--- config.mk ---
export PLATFORM = sky130hd
export DESIGN_NAME = branch_redirect_ctrl
export DESIGN_NICKNAME = d
export VERILOG_FILES = /design/src/rtl/riscv_pkg.sv /design/src/rtl/branch_redirect_ctrl_sat_counter.sv /design/src/rtl/branch_redirect_ctrl.sv
export SDC_FILE = /design/constraint.sdc
export NUM_CORES = 1
export LEC_CHECK = 0
export BUFFER_PORTS_ARGS = -buffer_cell sky130_fd_sc_hd__buf_2
export CAP_MARGIN = 5
export CORE_MARGIN = 2
export CORE_UTILIZATION = 54
export DETAILED_ROUTE_END_ITERATION = 6
export HOLD_SLACK_MARGIN = 0.03
export PLACE_DENSITY_LB_ADDON = 0.1
export SLEW_MARGIN = 20
export SYNTH_ARGS = -nofsm -noshare
export SYNTH_HDL_FRONTEND = slang
export SYNTH_SLANG_ARGS = --single-unit
--- constraint.sdc ---
create_clock -name clk -period 4.8 [get_ports clk]
set_input_delay 0.24 -clock clk [delete_from_list [all_inputs] [get_ports clk]]
set_output_delay 0.24 -clock clk [all_outputs]
set_load 0.01 [all_outputs]
--- src/rtl/riscv_pkg.sv ---
// Shared RISC-V pipeline definitions:
// control-flow opcodes and redirect FSM states.
package riscv_pkg;

  localparam logic [6:0] OPC_BRANCH = 7'b1100011;
  localparam logic [6:0] OPC_JAL    = 7'b1101111;
  localparam logic [6:0] OPC_JALR   = 7'b1100111;

  typedef enum logic [1:0] {
    IDLE,
    REDIRECT,
    FLUSH
  } redir_state_t;

  function automatic logic is_jump(
    input logic [6:0] op
  );
    return (op == OPC_JAL) || (op == OPC_JALR);
  endfunction

  function automatic logic is_ctrl(
    input logic [6:0] op
  );
    return (op == OPC_BRANCH) || is_jump(op);
  endfunction

endpackage

--- src/rtl/branch_redirect_ctrl_sat_counter.sv ---
// Saturating event counter with synchronous
// clear; clear wins over a same-cycle increment.
module sat_counter #(
  parameter int W = 32
) (
  input  logic         clk,
  input  logic         rst,
  input  logic         clr,
  input  logic         inc,
  output logic [W-1:0] count
);

  // Count up to all-ones and stick there
  always_ff @(posedge clk or posedge rst) begin
    if (rst) begin
      count <= '0;
    end else if (clr) begin
      count <= '0;
    end else if (inc && (count != {W{1'b1}})) begin
      count <= count + 1'b1;
    end
  end

endmodule

--- src/rtl/branch_redirect_ctrl.sv ---
// EX-stage redirect sequencer: registered PC
// redirect, flush pulse train, branch stats.
module branch_redirect_ctrl
  import riscv_pkg::*;
#(
  parameter int FLUSH_CYCLES = 2,
  parameter int CNT_W        = 32
) (
  input  logic             clk,
  input  logic             rst,
  input  logic             ex_valid,
  input  logic [6:0]       opcode,
  input  logic             br_taken,
  input  logic [31:0]      br_target,
  input  logic             stall_req,
  input  logic             cnt_clr,
  output logic             pc_sel,
  output logic [31:0]      pc_target,
  output logic             flush_o,
  output logic             busy,
  output logic [CNT_W-1:0] br_cnt,
  output logic [CNT_W-1:0] br_taken_cnt,
  output logic [CNT_W-1:0] jmp_cnt
);

  localparam int FW = $clog2(FLUSH_CYCLES) + 1;
  localparam logic [FW-1:0] FLUSH_LOAD = FW'(FLUSH_CYCLES - 1);
  localparam logic [FW-1:0] FLUSH_LAST = FW'(1);

  redir_state_t  state;
  redir_state_t  state_d;
  logic [FW-1:0] fcnt;
  logic [FW-1:0] fcnt_d;
  logic          accept;
  logic          load_tgt;
  logic          inc_br;
  logic          inc_tk;
  logic          inc_jmp;

  // Wrong-path work is never accepted: only IDLE sees EX
  assign accept = ex_valid & ~stall_req
                & (state == IDLE) & is_ctrl(opcode);

  assign inc_br  = accept & (opcode == OPC_BRANCH);
  assign inc_tk  = inc_br & br_taken;
  assign inc_jmp = accept & is_jump(opcode);

  // State, flush counter and redirect target registers
  always_ff @(posedge clk or posedge rst) begin
    if (rst) begin
      state     <= IDLE;
      fcnt      <= '0;
      pc_target <= '0;
    end else begin
      state <= state_d;
      fcnt  <= fcnt_d;
      if (load_tgt) begin
        pc_target <= br_target;
      end
    end
  end

  // Next state; outputs decode from registered state only
  always_comb begin
    state_d  = state;
    fcnt_d   = fcnt;
    load_tgt = 1'b0;
    pc_sel   = 1'b0;
    flush_o  = 1'b0;
    busy     = 1'b0;
    unique case (state)
      IDLE: begin
        if (accept && br_taken) begin
          state_d  = REDIRECT;
          load_tgt = 1'b1;
        end
      end
      REDIRECT: begin
        pc_sel  = 1'b1;
        flush_o = 1'b1;
        busy    = 1'b1;
        if (!stall_req) begin
          if (FLUSH_CYCLES == 1) begin
            state_d = IDLE;
          end else begin
            state_d = FLUSH;
            fcnt_d  = FLUSH_LOAD;
          end
        end
      end
      FLUSH: begin
        flush_o = 1'b1;
        busy    = 1'b1;
        if (!stall_req) begin
          if (fcnt == FLUSH_LAST) begin
            state_d = IDLE;
            fcnt_d  = '0;
          end else begin
            fcnt_d = fcnt - 1'b1;
          end
        end
      end
      default: begin
        state_d = IDLE;
        fcnt_d  = '0;
      end
    endcase
  end

  sat_counter #(.W(CNT_W)) u_br_cnt (
    .clk   (clk),
    .rst   (rst),
    .clr   (cnt_clr),
    .inc   (inc_br),
    .count (br_cnt)
  );

  sat_counter #(.W(CNT_W)) u_tk_cnt (
    .clk   (clk),
    .rst   (rst),
    .clr   (cnt_clr),
    .inc   (inc_tk),
    .count (br_taken_cnt)
  );

  sat_counter #(.W(CNT_W)) u_jmp_cnt (
    .clk   (clk),
    .rst   (rst),
    .clr   (cnt_clr),
    .inc   (inc_jmp),
    .count (jmp_cnt)
  );

endmodule

Yosys cells after proc, flatten, opt, wreduce, memory -nomap -nowiden

Index checks and enable logic that the tools add are counted.

Register bits: 132
Input bits: 45
Output and inout port bits: 131
Word-level logic and storage cells: 63

$add $sub $neg: 4
Equal/unequal tests: 13
Muxes and demuxes: 19
Bitwise operators: 8
Reductions and logical operators: 13

Operators by type and width:

| kind                    | count |
|---|---|
| $mux W32                | 6 |
| $add A32 B1 Y32 const B | 3 |
| $ne A32 B32 Y1 const B  | 3 |
| $eq A7 B7 Y1 const B    | 3 |
| $mux W2                 | 7 |
| $pmux W2 S3             | 2 |
| $and A1 B1 Y1           | 6 |
| $ne A2 B2 Y1 const B    | 3 |
| $reduce_bool A2 Y1      | 3 |
| $eq A2 B1 Y1 const B    | 2 |
| $logic_and A1 B1 Y1     | 4 |
| $mux W1                 | 4 |
| $reduce_and A4 Y1       | 1 |
| $reduce_and A3 Y1       | 1 |
| $eq A2 B2 Y1 const B    | 1 |
| $logic_not A2 Y1        | 1 |
| $logic_or A1 B1 Y1      | 2 |
| $ne A2 B1 Y1 const B    | 1 |
| $not A1 Y1              | 2 |
| $reduce_or A2 Y1        | 1 |
| $sub A2 B1 Y2 const B   | 1 |

Logic depth before layout (Yosys ltp)

Gate-level depths: netlist of run 1.

Word-level depth: 9
Mapped depth: 11
Gate-level depth less buffers: 7

Hierarchy

From an unflattened synthesis of run 1, not the netlist that was laid out.

Cells, all modules: 663
Area, all modules: 6922.9 um^2

By module, submodules not included:

| module               | times used | cells each | area each (um^2) | seq. area each (um^2) |
|---|---|---|---|---|
| sat_counter          | 3          | 186        | 1740.4           | 800.8 |
| branch_redirect_ctrl | 1          | 105        | 1701.6           | 900.9 |

Worst setup path before layout of run 1

Ideal clock, no wire load.

Path type: register to register
Start point: register state[0]
End point: register u_tk_cnt.count[29]
Library setup time: 0.078 ns
Data arrival time: 2.337 ns
Required time: 4.722 ns
Slack: 2.385 ns
Stages on the path, launching flop included: 10
Path buffers: 2
Period minus slack after synthesis: 2.415 ns
Cells stage by stage: dfrtp_1 inv_1 ha_1 and4_1 buf_2 nand4_4 or4b_1 buf_2 or4_1 a21oi_1

Word-level cells in the longest chain between the ends: 7

RTL lines:

| element                      | line                                   | source |
|---|---|---|
| from (decl)                  | branch_redirect_ctrl.sv:30             | `redir_state_t state;` |
| from (signal assigned)       | branch_redirect_ctrl.sv:55             | `state <= state_d;` |
| $logic_not A2 Y1             | branch_redirect_ctrl.sv:42             | `& (state == IDLE) & is_ctrl(opcode);` |
| $and A1 B1 Y1 (2 in a row)   | branch_redirect_ctrl.sv:42             |  |
| $and A1 B1 Y1                | branch_redirect_ctrl.sv:44             | `assign inc_br = accept & (opcode == OPC_BRANCH);` |
| $and A1 B1 Y1                | branch_redirect_ctrl.sv:45             | `assign inc_tk = inc_br & br_taken;` |
| $logic_and A1 B1 Y1          | branch_redirect_ctrl_sat_counter.sv:19 | `end else if (inc && (count != {W{1'b1}})) begin` |
| $reduce_bool A2 Y1 (no line) | --                                     |  |
| to (signal assigned)         | branch_redirect_ctrl_sat_counter.sv:20 | `count <= count + 1'b1;` |
| to (decl)                    | branch_redirect_ctrl_sat_counter.sv:10 | `output logic [W-1:0] count` |

Every way passes these cells.
A chain may end at the register's enable or synchronous reset.

Worst setup path after layout of run 1

Start point: register state[0]
End point: register u_br_cnt.count[25]

Word-level cells in the longest chain between the ends: 6

RTL lines:

| element                      | line |
|---|---|
| $logic_not A2 Y1             | branch_redirect_ctrl.sv:42 |
| $and A1 B1 Y1 (2 in a row)   | branch_redirect_ctrl.sv:42 |
| $and A1 B1 Y1                | branch_redirect_ctrl.sv:44 |
| $logic_and A1 B1 Y1          | branch_redirect_ctrl_sat_counter.sv:19 |
| $reduce_bool A2 Y1 (no line) | -- |
| to (signal assigned)         | branch_redirect_ctrl_sat_counter.sv:20 |
| to (decl)                    | branch_redirect_ctrl_sat_counter.sv:10 |

Every way passes these cells.

==> results of run 1 <==
==> state kept, by name, summed over array words and instances, names as in the netlist <==
name / cells
state: 2
pc_target: 32
fcnt: 2
u_br_cnt.count: 32
u_jmp_cnt.count: 32
u_tk_cnt.count: 32
==> metrics by stage <==
stage | total power, mW | instances | utilization
after floorplan | 1.34 | 704 | -
final | 2.67 | 1060 | 0.682
after global placement | 1.42 | 1025 | 0.632
after global routing | 2.78 | 1060 | 0.682
after detailed placement | 1.43 | 1025 | 0.632
after CTS | 2.69 | 1058 | 0.678
==> worst max-delay path by stage <==
stage                                endpoint  cells past startpoint      from  slack (ps)
after global placement    u_jmp_cnt.count[27]                      7  state[0]        2030
after global routing      u_jmp_cnt.count[27]                      7  state[0]        1770
after CTS                  u_br_cnt.count[25]                      8  state[0]        1900
final                      u_br_cnt.count[25]                      8  state[0]        1900
after detailed placement   u_br_cnt.count[25]                      8  state[0]        1910
after floorplan                       fcnt[0]                      1       rst        1030
==> synth_stat cells (2+ instances only) <==
master / count
buf_2: 9
or2_2: 3
nand3_1: 41
and3_1: 12
nor2_1: 49
buf_4: 2
o311ai_0: 3
and4_1: 21
nor4_1: 11
ha_1: 8
nand4_1: 29
o211ai_1: 2
nand2b_1: 4
xor2_1: 8
nor2b_1: 7
clkbuf_1: 21
nor4b_1: 2
a2111oi_0: 2
a21oi_1: 65
or3_1: 41
nor3_1: 7
xnor2_1: 8
inv_1: 12
o21ba_2: 2
dfrtp_1: 132
o2111a_1: 2
o31a_1: 2
o31ai_2: 2
o21ai_0: 45
o31ai_1: 20
or4_1: 20
o2111ai_1: 2
nor3b_1: 3
mux2i_1: 4
and2_1: 7
nand4_4: 2
nand2_1: 36
mux2_2: 39
==> routing by layer <==
layer,GRT usage,vias to the layer above,routed length [um]
met4,0.0904,0,326
met2,0.416,210,8610
met3,0.0610,31,1010
met5,0,-,0
met1,0.345,3094,7900
li1,-,3011,-
==> power by group through the flow <==
| stage | registers [mW] | logic (mW) | clock network, mW |
|---|---|---|---|
| 6_report | 1.16 | 0.246 | 1.26 |
| 5_1_grt | 1.17 | 0.276 | 1.33 |
| 4_1_cts | 1.16 | 0.250 | 1.28 |
| 3_5_place_dp | 1.18 | 0.248 | 0 |
| 3_3_place_gp | 1.18 | 0.234 | 0 |
| 2_1_floorplan | 1.19 | 0.150 | 0 |
==> layout by cell type, fill, tap and decap left out, types with 3 or more instances in the layout <==
master / netlist / routed
buf_2: 9 / 175
dfrtp_1: 132 / 132
a21oi_1: 65 / 65
nor2_1: 49 / 49
o21ai_0: 45 / 45
nand3_1: 41 / 41
or3_1: 41 / 41
mux2_2: 39 / 39
nand2_1: 36 / 36
nand4_1: 29 / 29
and4_1: 21 / 21
o31ai_1: 20 / 20
or4_1: 20 / 20
clkbuf_16: 0 / 17
and3_1: 12 / 12
inv_1: 12 / 11
nor4_1: 11 / 11
xor2_1: 8 / 8
xnor2_1: 8 / 8
ha_1: 8 / 8
and2_1: 7 / 7
nor3_1: 7 / 7
nor2b_1: 7 / 7
buf_4: 2 / 7
inv_6: 0 / 5
mux2i_1: 4 / 4
nand2b_1: 4 / 4
o311ai_0: 3 / 3
or2_2: 3 / 3
nor3b_1: 3 / 3
clkinvlp_4: 0 / 3
==> logic make-up after synthesis <==
family | after synthesis
and+or+nand+nor | 304
AOI/OAI and AO/OA | 156
DFF | 132
buffers and inverters | 45
muxes | 43
xor gates and xnor gates | 16
adders and majority gates | 8
==> final cells by class <==
type,count,area [um2]
multi-input combinational,527,3480
timing repair buffer,185,981
sequential,132,3300
tap,172,215
inverter,12,47.5
fill,1016,4020
clock inverter,13,124
clock buffer,19,453
==> worst register-to-register path: stages (launching register included) <==
cell and delay, ps:
dfrtp_1 380, inv_1 120, ha_1 250, and4_1 490, and3_1 450, o31ai_2 120
buf_4 250, nor4_1 370, mux2_2 370
==> out/results.tsv, run 1 <==
metric	value	unit
total detailed-routing wirelength	17800	um
simple-gate area share of the yosys netlist	0.256	
first-pass GRT wire length	29300	um
synthesis-stage register bit count	132	
count of pins on the block boundary	176	
starting utilization of the core area	0.551	
cell chain of the critical path	inv_1, ha_1, and4_1, and3_1, o31ai_2, buf_4, nor4_1, mux2_2	
ant diodes	0	
multiplexer share of the synthesized area	0.0689	
number of H-tree levels	4	
sequential share of power	0.436	
Setup CP Type	reg2reg	
Final setup violation count	0	
share of the synthesized area in the top cell type	0.475	
number of hold-repair buffers added at the cts stage	1	
number of cells produced by synthesis	704	
f_max	344	MHz
Mapped Nets	757	
number of antenna violations at the first check in global routing	0	
worst setup timing slack at the placement stage	1910	ps
count of cells along the worst register-to-register path	8	
family with the most delay on the worst path	simple AND/OR/NAND/NOR gates	
leak pwr	4.00	nW
Final nets	928	
post-cts resize count	0	
area added between synthesis and finish	23.7	%
share of cells above drive strength 1	0.309	
routability congestion estimate	0.849	
number of global-route vias before repair	5951	
count of buffers inserted at the top-level ports	175	
sequential-to-total area share from yosys stat	0.475	
clk slew on worst S/H paths	60	ps
largest voltage drop on the vdd net	258	uV
Final ANT Viol Nets	0	
clock period minus worst slack	2900	ps
Via-to-Cell Ratio	5.99	
floorplan row count	41	
distinct cell type count after synthesis	57	
number of DRC markers in iteration 0	494	
Post-Synth XOR/XNOR Area	0.0202	
overflow left after global routing	0	
Comb power frac	0.092	
Initial DRT Pass Iterations	5	
DR DRC count	0	
relative slew slack	0.366	
latest clock arrival within the worst-skew pair	430	ps
setup repair after global routing missed its margin	false	
complex-gate fraction of the synthesized area	0.138	
Post CTS Setup Buffer Count	0	
Post-DP Area	7970	um2
Critical R2R Capture	u_br_cnt.count[25]	
CP bufs+invs	2	
endpoint of the worst hold-timing path	pc_target[5]	
portion of total power attributed to the clock network	0.472	
least setup slack across all paths after layout	1900	ps
worst setup skew after layout	5.06	ps
CTS tree	built	
delay of the slowest cell on the worst path	490	ps
Tightest Hold Check Type	in2reg	
internal power component	1.99	mW
All-Layer GR Usage	0.259	
flip-flop cell with the highest count after synthesis	dfrtp_1	
switch share	0.256	
half-perimeter wire length after placement	12300	um
startpoint kind of the worst setup timing path	flip-flop	
detailed-route wire length per cell	16.8	um
slew at the pin with the worst max-slew slack	947	ps
Die Outline Area	13800	um2
clock buffers created by TritonCTS	17	
CP arrival	3220	ps
x dimension of the die	117	um
root buffer cell	clkbuf_16	
slack of the worst reg-to-reg path	1900	ps
Critical R2R Launch	state[0]	
top cells by area in the synthesized netlist	dfrtp_1 (48%), mux2_2 (6.3%), a21oi_1 (4.7%), or3_1 (3.7%), o21ai_0 (3.2%)	
Total Negative Setup Slacks	0	ps
Worst EP required	5110	ps
max capacitance violation total	0	
post-synthesis cell type with the largest combined area	dfrtp_1	
dominant combinational cell family by area after synthesis	simple AND/OR/NAND/NOR gates	
worst-path maximum fanout	35	
number of hold violations in the final report	0	
post-route fraction of the period consumed by the critical path	0.605	
post-synthesis share of cell area spent on full adders, half adders and majority gates	0.0144	
hold path startpoint	br_target[5]	
y dimension of the die	117	um
area of the core	12600	um2
number of synthesis warnings	0	
total count of max-transition violations in the final report	0	
slowest cell on the critical path	and4_1	
final standard cell area without fillers	8600	um2
final hold slack	38.8	ps
total power per unit cell area	311	nW/um2
fraction of registers with async set or reset after synthesis	1.00	
number of synthesized flops with an enable pin	0	
status	finished, final reports clean	
clock sink count	132	
critical path capture point type	flip-flop	
Worst Hold Depth	2	
maximum number of buffers from clock root to sink	2	
pin count of the biggest net entering global routing	52	
Avg Cell Area, Syn	9.87	um2
switching component of the power	0.684	mW
vias after detailed routing	6346	
mapped cell area	6950	um2
Power figures use the tool's default switching activity.
==> run 2, diff against run 1 <==
==> constraint.sdc (replaced) <==
create_clock -name clk -period 2.7 [get_ports clk]
set_input_delay 0.135 -clock clk [delete_from_list [all_inputs] [get_ports clk]]
set_output_delay 0.135 -clock clk [all_outputs]
set_load 0.01 [all_outputs]
==> out/results.tsv, run 2 (synthesized netlist as in run 1, its figures left out) <==
metric	value	unit	change
Final Non-Filler Cells	1109		+4.6%
most common cell after layout, fill and taps aside	buf_2		
status	finished, final reports clean		
root buffer cell	clkbuf_16		
clock sink count	132		unchanged
slew at the pin with the worst max-slew slack	1030	ps	+78.6 ps
clock buffers created by TritonCTS	17		unchanged
worst-path maximum fanout	9		-74%
Tightest Hold Check Type	in2reg		
clk slew on worst S/H paths	60	ps	about the same
startpoint kind of the worst setup timing path	flip-flop		
top library cells by usage in the layout, fill and taps aside	buf_2 (175), dfrtp_1 (132), a21oi_1 (65), nor2_1 (49), o21ai_0 (45)		
Initial DRT Pass Iterations	5		unchanged
count of pins on the block boundary	176		unchanged
y dimension of the die	117	um	unchanged
vias after detailed routing	6688		+5.4%
first-pass GRT wire length	31900	um	+8.8%
Via-to-Cell Ratio	6.03		+0.73%
Setup CP Type	reg2reg		
total count of max-transition violations in the final report	0		unchanged
latest clock arrival within the worst-skew pair	420	ps	about the same
M2 GR Usage	0.473		+0.0570
floorplan row count	41		unchanged
max capacitance violation total	0		unchanged
number of global-route vias before repair	6409		+7.7%
f_max	394	MHz	+14%
area added between synthesis and finish	31.3	%	
Final nets	978		+5.4%
All-Layer GR Usage	0.283		+0.0239
CP arrival	2870	ps	-350 ps
half-perimeter wire length after placement	12800	um	+4.2%
critical path capture point type	flip-flop		
number of hold violations in the final report	0		unchanged
routability congestion estimate	0.895		+5.4%
setup repair after global routing missed its margin	false		
met1 Track Usage GR	0.367		+0.0214
dpl cells	1042		+1.7%
Final ANT Viol Nets	0		unchanged
detailed-route wire length per cell	17.7	um	+5.4%
relative slew slack	0.316		-0.0496
GRT met3 Usage	0.0572		-0.00388
total detailed-routing wirelength	19700	um	+10%
clock period minus worst slack	2540	ps	-364 ps
Total Negative Setup Slacks	0	ps	unchanged
number of DRC markers in iteration 0	585		+18%
CTS tree	built		
pin count of the biggest net entering global routing	55		+5.8%
post-route fraction of the period consumed by the critical path	0.941		+0.336
largest voltage drop on the vdd net	561	uV	+120%
DR DRC count	0		unchanged
starting utilization of the core area	0.551		unchanged
share of cells above drive strength 1	0.314		+0.00521
number of H-tree levels	4		unchanged
Worst EP required	3030	ps	-2080 ps
Die Outline Area	13800	um2	unchanged
maximum number of buffers from clock root to sink	2		unchanged
ant diodes	0		unchanged
Final setup violation count	0		unchanged
worst setup skew after layout	9.09	ps	+4.03 ps
area of the core	12600	um2	unchanged
leak pwr	4.24	nW	+6.0%
count of buffers inserted at the top-level ports	175		unchanged
final-layout fill cell count	958		-5.7%
overflow left after global routing	0		unchanged
number of antenna violations at the first check in global routing	0		unchanged
total power per unit cell area	547	nW/um2	+76%
Most Crowded Layer GR	met2		
x dimension of the die	117	um	unchanged
-- run 2: stage by stage --
stage	util	setup WS [ps]	cell area (um2)	hold slack (ps)	power, mW
6_report	0.723	161	9130	193	5.00
5_1_grt	0.723	29.5	9130	209	5.17
4_1_cts	0.720	0.160	9090	175	4.96
3_5_place_dp	0.646	21.7	8150	314	2.55
3_3_place_gp	0.646	135	8150	299	2.53
2_1_floorplan	-	285	6960	286	2.39
-- run 2: worst max-delay path: stages, from the launching register on --
cell and delay, ps:
dfrtp_1 380, inv_1 150, ha_4 170, and4_1 180, buf_6 150, nand4_4 130
or4b_4 620, or4_1 500, a21oi_1 150
-- run 2: timing repair --
action | CTS | global route
gates resized for setup | 0 | 5
setup buffers | 0 | 3
hold buffers | 33 | 0
endpoints found under the hold margin | 66 | 0
endpoints found under the setup margin | 0 | 5
-- run 2: power by group --
group          switching [mW]  internal [mW]  leakage (nW)
Clock                   0.892           1.50         0.292
Sequential             0.0343           2.04          1.84
Combinational           0.301          0.233          2.11
Total                    1.23           3.77          4.24
-- run 2: cell type report --
| cell class | count | area [um2] | area share |
|---|---|---|---|
| Sequential cell | 132 | 3300 | 0.362 |
| Clock inverter | 12 | 154 | 0.0169 |
| Inverter | 12 | 48.8 | 0.00534 |
| Multi-Input combinational cell | 527 | 3490 | 0.383 |
| Clock buffer | 19 | 453 | 0.0496 |
| Timing Repair Buffer | 235 | 1460 | 0.160 |
| Tap cell | 172 | 215 | 0.0236 |
-- run 2: final timing paths --
kind | end | from | cells after the start | slack, ps
setup / recovery | u_tk_cnt.count[29] | state[1] | 8 | 160
hold / removal | u_tk_cnt.count[22] | br_taken | 5 | 190
setup reg to reg | u_tk_cnt.count[29] | state[1] | 8 | 160
hold reg to reg | pc_target[17] | pc_target[17] | 1 | 500
max in group asynchronous | u_jmp_cnt.count[16] | rst | 4 | 1540
min in group asynchronous | pc_target[16] | rst | 3 | 420
-- run 2: layer usage --
| layer | vias up | routed length, um |
|---|---|---|
| met5 | - | 0 |
| met4 | 0 | 380 |
| met3 | 34 | 1220 |
| met2 | 258 | 9880 |
| met1 | 3301 | 8190 |
| li1 | 3095 | - |
==> run 3, diff against run 2 <==
--- a/config.mk
+++ b/config.mk
@@ -8,7 +8,7 @@
 export BUFFER_PORTS_ARGS = -buffer_cell sky130_fd_sc_hd__buf_2
 export CAP_MARGIN = 5
 export CORE_MARGIN = 2
-export CORE_UTILIZATION = 54
+export CORE_UTILIZATION = 47
 export DETAILED_ROUTE_END_ITERATION = 6
 export HOLD_SLACK_MARGIN = 0.03
 export PLACE_DENSITY_LB_ADDON = 0.1
==> out/results.tsv, run 3 (synthesized netlist as in run 1, its figures left out) <==
metric	value	unit	change
area of the core	14500	um2	+15%
ant diodes	0		unchanged
Comb power frac	0.099		-0.008
least setup slack across all paths after layout	181	ps	+20.2 ps
pin count of the biggest net entering global routing	51		-7.3%
startpoint kind of the worst setup timing path	flip-flop		
half-perimeter wire length after placement	12500	um	-2.9%
number of DRC markers in iteration 0	461		-21%
switching component of the power	1.23	mW	+0.38%
root buffer cell	clkbuf_16		
internal power component	3.75	mW	-0.64%
critical path capture point type	flip-flop		
floorplan row count	44		+7.3%
slew at the pin with the worst max-slew slack	922	ps	-103 ps
Total Negative Setup Slacks	0	ps	unchanged
worst setup skew after layout	7.10	ps	-1.99 ps
share of cells above drive strength 1	0.306		-0.00773
CTS tree	built		
leak pwr	4.20	nW	-0.92%
detailed-route wire length per cell	16.6	um	-6.4%
largest voltage drop on the vdd net	408	uV	-27%
CP arrival	2860	ps	about the same
first-pass GRT wire length	30700	um	-3.6%
overflow left after global routing	0		unchanged
count of pins on the block boundary	176		unchanged
relative slew slack	0.384		+0.0673
final hold slack	177	ps	-16.3 ps
clk slew on worst S/H paths	60	ps	about the same
number of hold violations in the final report	0		unchanged
Initial DRT Pass Iterations	4		-1
number of H-tree levels	4		unchanged
utilization of the core after routing	0.627		-0.0961
most common cell after layout, fill and taps aside	buf_2		
x dimension of the die	126	um	+6.9%
maximum number of buffers from clock root to sink	2		unchanged
final-layout fill cell count	1170		+22%
Via-to-Cell Ratio	5.83		-3.3%
max capacitance violation total	0		unchanged
register area	3300	um2	unchanged
routability congestion estimate	0.835		-6.7%
Die Outline Area	15800	um2	+14%
Worst EP required	3040	ps	about the same
setup repair after global routing missed its margin	false		
clock buffers created by TritonCTS	17		unchanged
All-Layer GR Usage	0.237		-0.0459
area used by multi-input combinational logic	3490	um2	-0.11%
Final nets	968		-1.0%
Final setup violation count	0		unchanged
sequential share of power	0.416		about the same
switch share	0.247		+0.00191
number of antenna violations at the first check in global routing	0		unchanged
Tightest Hold Check Type	in2reg		
post-route fraction of the period consumed by the critical path	0.933		-0.00748
Final ANT Viol Nets	0		unchanged
area added between synthesis and finish	30.7	%	
number of global-route vias before repair	6266		-2.2%
vias after detailed routing	6486		-3.0%
worst-path maximum fanout	9		unchanged
Setup CP Type	reg2reg		
portion of total power attributed to the clock network	0.485		+0.007
clock period minus worst slack	2520	ps	-20.2 ps
clock sink count	132		unchanged
status	finished, final reports clean		
y dimension of the die	126	um	+6.9%
count of buffers inserted at the top-level ports	175		unchanged
total detailed-routing wirelength	18500	um	-6.1%
starting utilization of the core area	0.480		-0.0707
top library cells by usage in the layout, fill and taps aside	buf_2 (175), dfrtp_1 (132), a21oi_1 (65), nor2_1 (49), o21ai_0 (45)		
total count of max-transition violations in the final report	0		unchanged
worst setup timing slack at the placement stage	39.9	ps	+18.1 ps
latest clock arrival within the worst-skew pair	420	ps	about the same
total power per unit cell area	548	nW/um2	+0.12%
DR DRC count	0		unchanged
f_max	397	MHz	+0.80%
[run 3: cell type report]
cell class                      count  share of cell area
Multi-Input combinational cell    527               0.384
Sequential cell                   132               0.364
Timing Repair Buffer              225               0.154
Clock buffer                       19              0.0488
Tap cell                          184              0.0253
Clock inverter                     13              0.0190
Inverter                           12             0.00537
[run 3: critical path, stage by stage (launching register included)]
cell and delay (ps):
dfrtp_1 380, inv_1 120, ha_2 230, and4_1 230, buf_12 140, nand4_4 120, or4b_4 580, or4_1 490
a21oi_1 150
[run 3: routing by layer]
| layer | up-vias | routed length (um) | track usage |
|---|---|---|---|
| li1 | 3096 | - | - |
| met1 | 3178 | 8270 | 0.318 |
| met2 | 185 | 8940 | 0.384 |
| met3 | 27 | 964 | 0.0582 |
| met4 | 0 | 294 | 0.0673 |
| met5 | - | 0 | 0 |
[run 3: final timing paths]
kind	slack, ps	start	endpoint	depth (start not counted)
min	180	br_taken	u_tk_cnt.count[22]	5
min reg2reg	500	pc_target[4]	pc_target[4]	1
max in group asynchronous	1500	rst	u_br_cnt.count[13]	4
max reg2reg	180	state[1]	u_tk_cnt.count[29]	8
max	180	state[1]	u_tk_cnt.count[29]	8
min in group asynchronous	470	rst	u_tk_cnt.count[26]	3
[run 3: power groups by stage]
stage,clock network [mW],logic [mW],registers [mW]
floorplan,0,0.268,2.12
global placement,0,0.431,2.10
detailed placement,0,0.450,2.10
CTS,2.45,0.490,2.07
global route,2.54,0.558,2.08
finish,2.41,0.495,2.07
[run 3: through the flow]
| stage | cells | power, mW | instance area (um2) |
|---|---|---|---|
| finish | 1112 | 4.98 | 9080 |
| global route | 1112 | 5.17 | 9080 |
| CTS | 1111 | 5.01 | 9060 |
| detailed placement | 1046 | 2.55 | 8120 |
| global placement | 1046 | 2.53 | 8120 |
| floorplan | 704 | 2.39 | 6960 |
[run 3: repair_timing]
item,CTS,global route
hold endpoints to repair,68,0
resized for setup,0,3
setup buffers,0,1
setup endpoints to repair,0,8
hold buffers,33,0
